--- config.mk ---
export PLATFORM = sky130hd
export DESIGN_NAME = mem_handshake_ctrl
export DESIGN_NICKNAME = d
export VERILOG_FILES = /design/src/rtl/mem_ctrl_pkg.sv /design/src/rtl/mem_timeout_ctr.sv /design/src/rtl/mem_handshake_ctrl.sv
export SDC_FILE = /design/constraint.sdc
export NUM_CORES = 1
export LEC_CHECK = 0
export ABC_AREA = 0
export BUFFER_PORTS_ARGS = -buffer_cell sky130_fd_sc_hd__buf_2
export CAP_MARGIN = 20
export CORE_UTILIZATION = 25
export DETAILED_ROUTE_END_ITERATION = 10
export PLACE_DENSITY_LB_ADDON = 0.1
export SLEW_MARGIN = 20
export SYNTH_ARGS = -nofsm -noshare
export SYNTH_HDL_FRONTEND = slang
export SYNTH_HIERARCHICAL = 1
export SYNTH_SLANG_ARGS = --single-unit
--- constraint.sdc ---
create_clock -name Clk -period 6.2 [get_ports Clk]
set_input_delay 0.93 -clock Clk [delete_from_list [all_inputs] [get_ports Clk]]
set_output_delay 0.93 -clock Clk [all_outputs]
set_load 0.1 [all_outputs]
--- src/rtl/mem_ctrl_pkg.sv ---
// Shared definitions for the MOV/MOC memory handshake controller:
// FSM state encoding, access size codes, default timeout and load helpers.
package mem_ctrl_pkg;

    typedef enum logic [1:0] {
        IDLE,
        DRIVE,
        CLEAR,
        RESP
    } state_t;

    localparam logic [1:0] SZ_BYTE = 2'b00;
    localparam logic [1:0] SZ_HALF = 2'b01;
    localparam logic [1:0] SZ_WORD = 2'b10;

    localparam int DEFAULT_TIMEOUT_CYCLES = 16;

    // Right-aligns the RAM read bus to the access size and applies sign
    // extension when size[2] is set. Idempotent if the RAM already did it.
    function automatic logic [31:0] format_load(input logic [31:0] raw,
                                                input logic [2:0]  size);
        logic [31:0] res;
        case (size[1:0])
            SZ_BYTE: res = size[2] ? {{24{raw[7]}}, raw[7:0]}  : {24'h0, raw[7:0]};
            SZ_HALF: res = size[2] ? {{16{raw[15]}}, raw[15:0]} : {16'h0, raw[15:0]};
            default: res = raw;
        endcase
        return res;
    endfunction

    // True when a halfword/word address is not naturally aligned.
    function automatic logic misaligned(input logic [1:0] size,
                                        input logic [1:0] addr_lo);
        logic res;
        case (size)
            SZ_HALF: res = addr_lo[0];
            SZ_WORD: res = (addr_lo != 2'b00);
            default: res = 1'b0;
        endcase
        return res;
    endfunction

endpackage

--- src/rtl/mem_timeout_ctr.sv ---
// 8-bit watchdog counter for the DRIVE/CLEAR handshake phases.
// Counting stops once the limit is reached so expired stays high until cleared.
module mem_timeout_ctr
    import mem_ctrl_pkg::*;
#(
    parameter int TIMEOUT_CYCLES = DEFAULT_TIMEOUT_CYCLES
) (
    input  logic clk,
    input  logic rst,
    input  logic clear,
    input  logic enable,
    output logic expired
);

    localparam logic [7:0] LIMIT = 8'(TIMEOUT_CYCLES);

    logic [7:0] count;

    assign expired = (count == LIMIT);

    // Cycle counter: clear wins over enable, saturates at the limit.
    always_ff @(posedge clk or posedge rst) begin
        if (rst)
            count <= '0;
        else if (clear)
            count <= '0;
        else if (enable && !expired)
            count <= count + 8'd1;
    end

endmodule

--- src/rtl/mem_handshake_ctrl.sv ---
// Bridges single load/store requests onto the RAM's MOV/MOC handshake.
// All outputs are registered. MOV rises one cycle after the address/data bus
// is latched so the RAM always sees a settled bus under the strobe.
// Build option: define MEMCTL_ALIGN_CHECK_EN to reject misaligned halfword and
// word accesses with an error response instead of passing them to the RAM.
module mem_handshake_ctrl
    import mem_ctrl_pkg::*;
#(
    parameter int TIMEOUT_CYCLES = DEFAULT_TIMEOUT_CYCLES
) (
    input  logic        Clk,
    input  logic        Reset,
    input  logic        ReqValid,
    output logic        ReqReady,
    input  logic        ReqWrite,
    input  logic [2:0]  ReqSize,
    input  logic [31:0] ReqAddr,
    input  logic [31:0] ReqData,
    output logic        RspValid,
    output logic [31:0] RspData,
    output logic        RspErr,
    output logic        MOV,
    output logic        ReadWrite,
    output logic [2:0]  MS_2_0,
    output logic [31:0] Address,
    output logic [31:0] DataIn,
    output logic        MOCoff,
    input  logic        MOC,
    input  logic [31:0] DataOut
);

    state_t      state, state_next;
    logic        accept;
    logic        bad_req;
    logic        expired;
    logic        ctr_clear;
    logic        ctr_enable;
    logic        err_q, err_next;
    logic [31:0] rd_q, rd_next;

    assign accept     = ReqValid && ReqReady;
    assign ctr_enable = (state == DRIVE) || (state == CLEAR);

`ifdef MEMCTL_ALIGN_CHECK_EN
    assign bad_req = (ReqSize[1:0] == 2'b11) || misaligned(ReqSize[1:0], ReqAddr[1:0]);
`else
    assign bad_req = (ReqSize[1:0] == 2'b11);
`endif

    mem_timeout_ctr #(
        .TIMEOUT_CYCLES(TIMEOUT_CYCLES)
    ) u_timeout (
        .clk    (Clk),
        .rst    (Reset),
        .clear  (ctr_clear),
        .enable (ctr_enable),
        .expired(expired)
    );

    // State register.
    // NOTE: sequential state uses non-blocking (<=) so every flop samples
    // pre-edge values; blocking here would create order-dependent races.
    always_ff @(posedge Clk or posedge Reset) begin
        if (Reset)
            state <= IDLE;
        else
            state <= state_next;
    end

    // Next state plus next error flag / response data.
    // NOTE: every variable gets a default first so no path leaves it
    // unassigned, which would otherwise infer a latch.
    always_comb begin
        state_next = state;
        err_next   = err_q;
        rd_next    = rd_q;
        ctr_clear  = 1'b0;
        case (state)
            IDLE: begin
                if (accept) begin
                    ctr_clear  = 1'b1;
                    err_next   = bad_req;
                    rd_next    = '0;
                    state_next = bad_req ? RESP : DRIVE;
                end
            end
            DRIVE: begin
                // A completion on the same edge as expiry still counts as success.
                if (MOC) begin
                    rd_next    = ReadWrite ? format_load(DataOut, MS_2_0) : '0;
                    ctr_clear  = 1'b1;
                    state_next = CLEAR;
                end else if (expired) begin
                    err_next   = 1'b1;
                    ctr_clear  = 1'b1;
                    state_next = CLEAR;
                end
            end
            CLEAR: begin
                if (!MOC) begin
                    state_next = RESP;
                end else if (expired) begin
                    err_next   = 1'b1;
                    state_next = RESP;
                end
            end
            RESP: begin
                state_next = IDLE;
            end
            default: state_next = IDLE;
        endcase
    end

    // Request latch and transfer bookkeeping.
    always_ff @(posedge Clk or posedge Reset) begin
        if (Reset) begin
            err_q     <= 1'b0;
            rd_q      <= '0;
            ReadWrite <= 1'b1;
            MS_2_0    <= '0;
            Address   <= '0;
            DataIn    <= '0;
        end else begin
            err_q <= err_next;
            rd_q  <= rd_next;
            if (accept) begin
                ReadWrite <= ~ReqWrite;
                MS_2_0    <= ReqSize;
                Address   <= ReqAddr;
                DataIn    <= ReqData;
            end
        end
    end

    // Registered handshake and response outputs derived from the next state.
    always_ff @(posedge Clk or posedge Reset) begin
        if (Reset) begin
            ReqReady <= 1'b0;
            MOV      <= 1'b0;
            MOCoff   <= 1'b1;
            RspValid <= 1'b0;
            RspErr   <= 1'b0;
            RspData  <= '0;
        end else begin
            ReqReady <= (state_next == IDLE);
            MOV      <= (state == DRIVE) && (state_next == DRIVE);
            MOCoff   <= (state_next == CLEAR);
            RspValid <= (state_next == RESP);
            RspErr   <= (state_next == RESP) && err_next;
            RspData  <= ((state_next == RESP) && !err_next) ? rd_next : '0;
        end
    end

endmodule
### Yosys cells after proc, flatten, opt, wreduce, memory -nomap -nowiden

Cells that the tools add are included.

* register bits: 148
* input port bits: 104
* output and inout port bits: 105
* logic and storage cells: 63

* add/sub/neg operators: 1
* equal/unequal tests: 9
* muxes and demuxes: 26
* bitwise gates (word level): 1
* reductions and logical operators: 12

Operator list (count)
* 32-bit two-way mux: 6
* 32-bit one-hot mux with 2 select lines: 2
* 8-bit two-way mux: 2
* 2-bit two-way mux: 6
* 2-bit == test (second input constant): 5
* 8-bit by 1-bit adder with 8-bit output (second input constant): 1
* 8-bit by 5-bit == test with 1-bit output (second input constant): 1
* 2-bit one-hot mux with 4 select lines: 1
* 1-bit two-way mux: 7
* 2-bit by 1-bit == test with 1-bit output (second input constant): 3
* 2-bit logical NOT: 3
* 1-bit logical AND: 5
* 1-bit one-hot mux with 3 select lines: 1
* 1-bit logical NOT: 2
* 1-bit one-hot mux with 2 select lines: 1
* 2-bit nonzero test: 1
* 1-bit logical OR: 1
* 1-bit inverter: 1

### Depth between registers and ports, before layout

* depth in word-level cells: 7
* gate-level depth with buffers: 10
* gate-level depth less buffers: 9

### Cells and area by module

The synthesis kept the hierarchy.

Modules (own cells, without submodules)
* mem_handshake_ctrl: times used 1, cells an instance 395, area each 5599.1 um^2, seq. area each 3505.9 um^2
* mem_timeout_ctr: times used 1, cells an instance 47, area each 454.2 um^2, seq. area each 200.2 um^2

### Worst setup path before layout

No wires, ideal clock.

* path type: reg-to-reg
* start: reg ReqReady
* end: reg u_timeout.count[0]
* library setup time: 125 ps
* arrival time: 2385 ps
* data required time: 6075 ps
* path slack: 3689 ps
* cell stages (with the launch flop): 10
* path buffers: 4
* clock period less this slack: 2511 ps
* path through: dfrtp_1 -> and2_1 -> buf_6 -> buf_2 -> buf_2 -> nand2_1 -> nand2_1 -> buf_1 -> nor2_1 -> mux2_4

* cells in the longest elaborated chain, start to end: 4
* elaborated cells on any way between the ends: 5
* those cells by class: mux (3); reduce/logical (2)

Ends and longest elaborated chain
* start: declaration: RTL line mem_handshake_ctrl.sv:14 `output logic ReqReady,`
* start signal: assignment: RTL line mem_handshake_ctrl.sv:145 `ReqReady <= (state_next == IDLE);`
* 1-bit logical AND *: RTL line mem_handshake_ctrl.sv:41 `assign accept = ReqValid && ReqReady;`
* 1-bit two-way mux *: RTL line mem_handshake_ctrl.sv:80 `if (accept) begin`
* 1-bit one-hot mux with 2 select lines *: RTL line mem_handshake_ctrl.sv:78 `case (state)`
* named net ctr_clear: RTL line mem_handshake_ctrl.sv:36 `logic ctr_clear;`
* 8-bit two-way mux or 2-bit nonzero test (tied branches)
* end signal: assignment: RTL line mem_timeout_ctr.sv:28 `count <= count + 8'd1;`
* end: declaration: RTL line mem_timeout_ctr.sv:17 `logic [7:0] count;`

Mark *: on every way through the listed nets, which the timed path passes. The rest lies on a longest branch.
A chain may end at the register's enable or synchronous reset.

### Worst setup path after layout

* start: reg u_timeout.count[0]
* end: reg RspValid

* cells in the longest elaborated chain, start to end: 5
* elaborated cells on any way between the ends: 7
* those cells by class: eq/ne (2); mux (5)

Ends and longest elaborated chain
* 8-bit by 5-bit == test with 1-bit output *: RTL line mem_timeout_ctr.sv:19 `assign expired = (count == LIMIT);`
* named net expired: RTL line mem_handshake_ctrl.sv:35 `logic expired;`
* 2-bit two-way mux, on equally long branches: RTL line mem_handshake_ctrl.sv:102, mem_handshake_ctrl.sv:93
* 2-bit two-way mux, on equally long branches: RTL line mem_handshake_ctrl.sv:100, mem_handshake_ctrl.sv:89
* 2-bit one-hot mux with 4 select lines *: RTL line mem_handshake_ctrl.sv:78
* 2-bit == test *: RTL line mem_handshake_ctrl.sv:148 `RspValid <= (state_next == RESP);`
* end signal: assignment: RTL line mem_handshake_ctrl.sv:148
* end: declaration: RTL line mem_handshake_ctrl.sv:19 `output logic RspValid,`

Marks and branches as above.

==> flow_summary_export.csv <==
group,metric,value,unit
yosys,post_synth_inst_count,442,
yosys,mappedNetlistArea,0.00605,sq mm
floorplanning,initial_utilization,0.256,
sta,period_needed,2.72,ns
worst_setup_path,critPathLaunchType,"flip-flop",
worst_setup_path,timing.rr.end,"RspValid",
sta,fin_tns_setup,0,ns
yosys,yosys_register_bits,148,
finish,fillers,2417,
floorplanning,dieWidth,158,um
place,gpl.final_weighted_congestion,0.706,
finish,seqCellArea,0.00371,sq mm
cts,cts.repair_timing.setup_buffer_count,0,
sta,clock_skew,0.00862,ns
worst_setup_path,endpoint_kind,"flip-flop",
worst_setup_path,startpoint_to_endpoint_class_of_the_critical_path,"reg2reg",
worst_setup_path,worstPathBufferInverterCount,2,
yosys,synth.distinct_cells,41,
cts,htreeDepth,4,
worst_setup_path,r2r_start,"u_timeout/count[0]",
cts,ctsLongestPathBuffers,2,
sta,max_clock_freq,0.367,GHz
yosys,synth_seq_area_share,0.612,
floorplanning,height_of_the_die,158,um
sta,worst_slack,3.48,ns
routing,dr_total_vias,4205,
worst_setup_path,cp_cell_sequence,"inv_1 -> ha_1 -> and4bb_1 -> and2_1 -> o31a_1 -> nor3_1 -> a211o_2 -> inv_1",
cts,clock_insertion_delay_worst_skew,0.42,ns
routing,drt_first_pass_iters,4,
routing,drt_total_wl,15300,um
sta,maxSlewViolCount,0,
place,port-buffer-count,208,
worst_setup_path,cp_data_required_time,6.46,ns
yosys,syn_area_per_cell,13.7,sq um
cts,cts_tree,"yes",
routing,route.detailed.drc,0,
sta,timing.slew.headroom,0.257,
cts,cts.reportedPaths.clkPinSlew,0.06,ns
yosys,mappedNetlistNets,553,
worst_setup_path,critical-path-top-delay-family,"compound AO/OA/AOI/OAI gates",
finish,utilization,0.337,
routing,detail_route.iter0.violations,123,
finish,most-common-layout-cells,"208 x sky130_fd_sc_hd__buf_2, 146 x sky130_fd_sc_hd__dfrtp_1, 68 x sky130_fd_sc_hd__mux2_2",
worst_setup_path,data_arrival_time_of_the_critical_path,2.98,ns
floorplanning,io-pin-count,209,
finish,multi_input_comb_area,0.00212,sq mm
worst_setup_path,cpPeakStageDelay,0.83,ns
floorplanning,die_area,0.0248,sq mm
place,dp_slack,3.47,ns
sta,final_setup_violation_count,0,
worst_setup_path,endpoint,"RspValid",
routing,routed_wire_length_per_instance,15.7,um
run_status,run_status,"finished clean",
worst_setup_path,timing.critical_path.slowest_stage_cell,"sky130_fd_sc_hd__a211o_2",
floorplanning,rows,56,
global_route,antenna_found_initial,1,
global_route,via_count_of_the_first_global_routing_pass,4383,
finish,syn2layout_area_growth,31.3,%
worst_setup_path,cp_max_fo,34,
job,cap_viol_max_count,0,
worst_setup_path,rr_worst_depth,8,
cts,clock_tree.root_cell,"sky130_fd_sc_hd__clkbuf_16",
finish,final_layout_size_suffix_gt1_frac,0.538,
cts,inserted_clock_buffers,17,
sta,rsz0062_at_grt,"no",
routing,routed_via_density,4.30,
global_route,grt_max_degree,84,
sta,finalHoldViolations,0,
place,dp_hpwl,10500,um
yosys,ys_warns,6,
place,dp.cells,945,
worst_setup_path,timing.critical_path.mode_cell,"sky130_fd_sc_hd__inv_1",
worst_setup_path,critical_path_cell_count,8,
finish,finalNetCount,756,
floorplanning,core_region_area,0.0236,sq mm
sta,timing_worst_slew_pin_value,1.11,ns
routing,drtAntennaViolNets,0,
global_route,grt_pass1_wl,23800,um
sta,min_period_over_period,0.439,
global_route,globalRouteTotalUtil,0.126,
worst_setup_path,regToRegSetupSlack,3.48,ns
finish,post_layout_nonfiller_instances,978,
cts,post_cts.resized_instances,0,
global_route,gr-total-overflow,0,
cts,clock-sinks,148,
worst_setup_path,crit_path_start,"u_timeout/count[0]",
worst_hold_path,holdCritPathClass,"reg2reg",
finish,layout_commonest_cell,"sky130_fd_sc_hd__buf_2",
cts,holdBufCountCts,0,
==> worst reg2reg max path: stages (launching register included) <==
cell and delay [ns]:
sky130_fd_sc_hd__dfrtp_1 0.40, sky130_fd_sc_hd__inv_1 0.08, sky130_fd_sc_hd__ha_1 0.19, sky130_fd_sc_hd__and4bb_1 0.23, sky130_fd_sc_hd__and2_1 0.19, sky130_fd_sc_hd__o31a_1 0.31, sky130_fd_sc_hd__nor3_1 0.21, sky130_fd_sc_hd__a211o_2 0.83
sky130_fd_sc_hd__inv_1 0.13
==> Yosys cell counts (all sizes together) <==
master   number  share of area
or2           2         0.0021
dfstp         2         0.0087
nor3b        17          0.032
nand4         4         0.0052
or3           3         0.0031
a21o         10          0.012
mux2         69           0.13
and3          2         0.0021
nand3         3         0.0025
nand4bb       1         0.0019
xor2          2         0.0029
ha            7          0.014
nand2b       20          0.021
a31oi         1         0.0010
o311a         1         0.0017
o2bb2ai       2         0.0029
nor3         18          0.028
nor2          6         0.0037
dfrtp       146           0.60
a21oi        14          0.012
a31o          1         0.0014
inv          25          0.016
clkbuf       11         0.0068
a22o          8          0.012
o21ai        14          0.012
nand2         8         0.0050
and2          2         0.0021
o31a          1         0.0014
buf          18          0.020
a32oi        17          0.025
a211o         2         0.0029
a21boi        1         0.0019
nor2b         1         0.0010
mux2i         2         0.0033
and4bb        1         0.0021
==> state kept, by name, indices dropped and copies added, names as in the netlist <==
name and flops:
Address 32, DataIn 32, MOCoff 1, MOV 1, MS_2_0 3, ReadWrite 1, ReqReady 1, RspData 32
RspErr 1, RspValid 1, err_q 1, rd_q 32, state 2, u_timeout/count 8
==> logic make-up (layout without fill, tap and decap cells) <==
kind of cell / Yosys count / count (layout) / synth area share
buffers and inverters: 54 / 270 / 0.0420
and+or+nand+nor: 88 / 88 / 0.111
xor gates and xnor gates: 2 / 2 / 0.00289
DFF: 148 / 148 / 0.612
other: 0 / 1 / 0
AOI/OAI and AO/OA: 72 / 72 / 0.0850
muxes: 71 / 71 / 0.132
adders and majority gates: 7 / 7 / 0.0145
==> how the worst min path moves through the flow <==
stage / from / to / slack, ns / cells past startpoint
after CTS: rd_q[15] / rd_q[15] / 0.47 / 1
after floorplan: rd_q[10] / rd_q[10] / 0.44 / 1
after global routing: rd_q[9] / rd_q[9] / 0.49 / 1
after detailed placement: rd_q[15] / rd_q[15] / 0.45 / 1
after global placement: rd_q[14] / rd_q[14] / 0.45 / 1
final: rd_q[13] / rd_q[13] / 0.46 / 1
==> stage by stage <==
| stage | hold slack, ns | area [sq um] |
|---|---|---|
| 2_1_floorplan | 0.437 | 6050 |
| 3_3_place_gp | 0.449 | 7400 |
| 3_5_place_dp | 0.454 | 7400 |
| 4_1_cts | 0.468 | 7950 |
| 5_1_grt | 0.486 | 7950 |
| 6_report | 0.464 | 7950 |
==> routing by layer <==
metal  vias to the layer above  part of all wire  GRT usage  wire [um]
met4                         0             0.011     0.0365        172
met2                       113              0.51      0.216       7840
li1                       1966                 -          -          -
met1                      2116              0.42      0.152       6490
met3                        10             0.054     0.0364        828
met5                         -                 0          0          0
==> layout make-up <==
cell class	count	share of cell area
Multi-Input combinational cell	240	0.266
Clock inverter	15	0.0153
Tap cell	319	0.0502
Sequential cell	148	0.466
Timing Repair Buffer	213	0.136
Inverter	25	0.0124
Clock buffer	17	0.0535
Antenna cell	1	0.000315
Power is left out: the tool's default activity adds up to more than one toggle a clock period on the data nets, which glitch-free logic cannot reach.
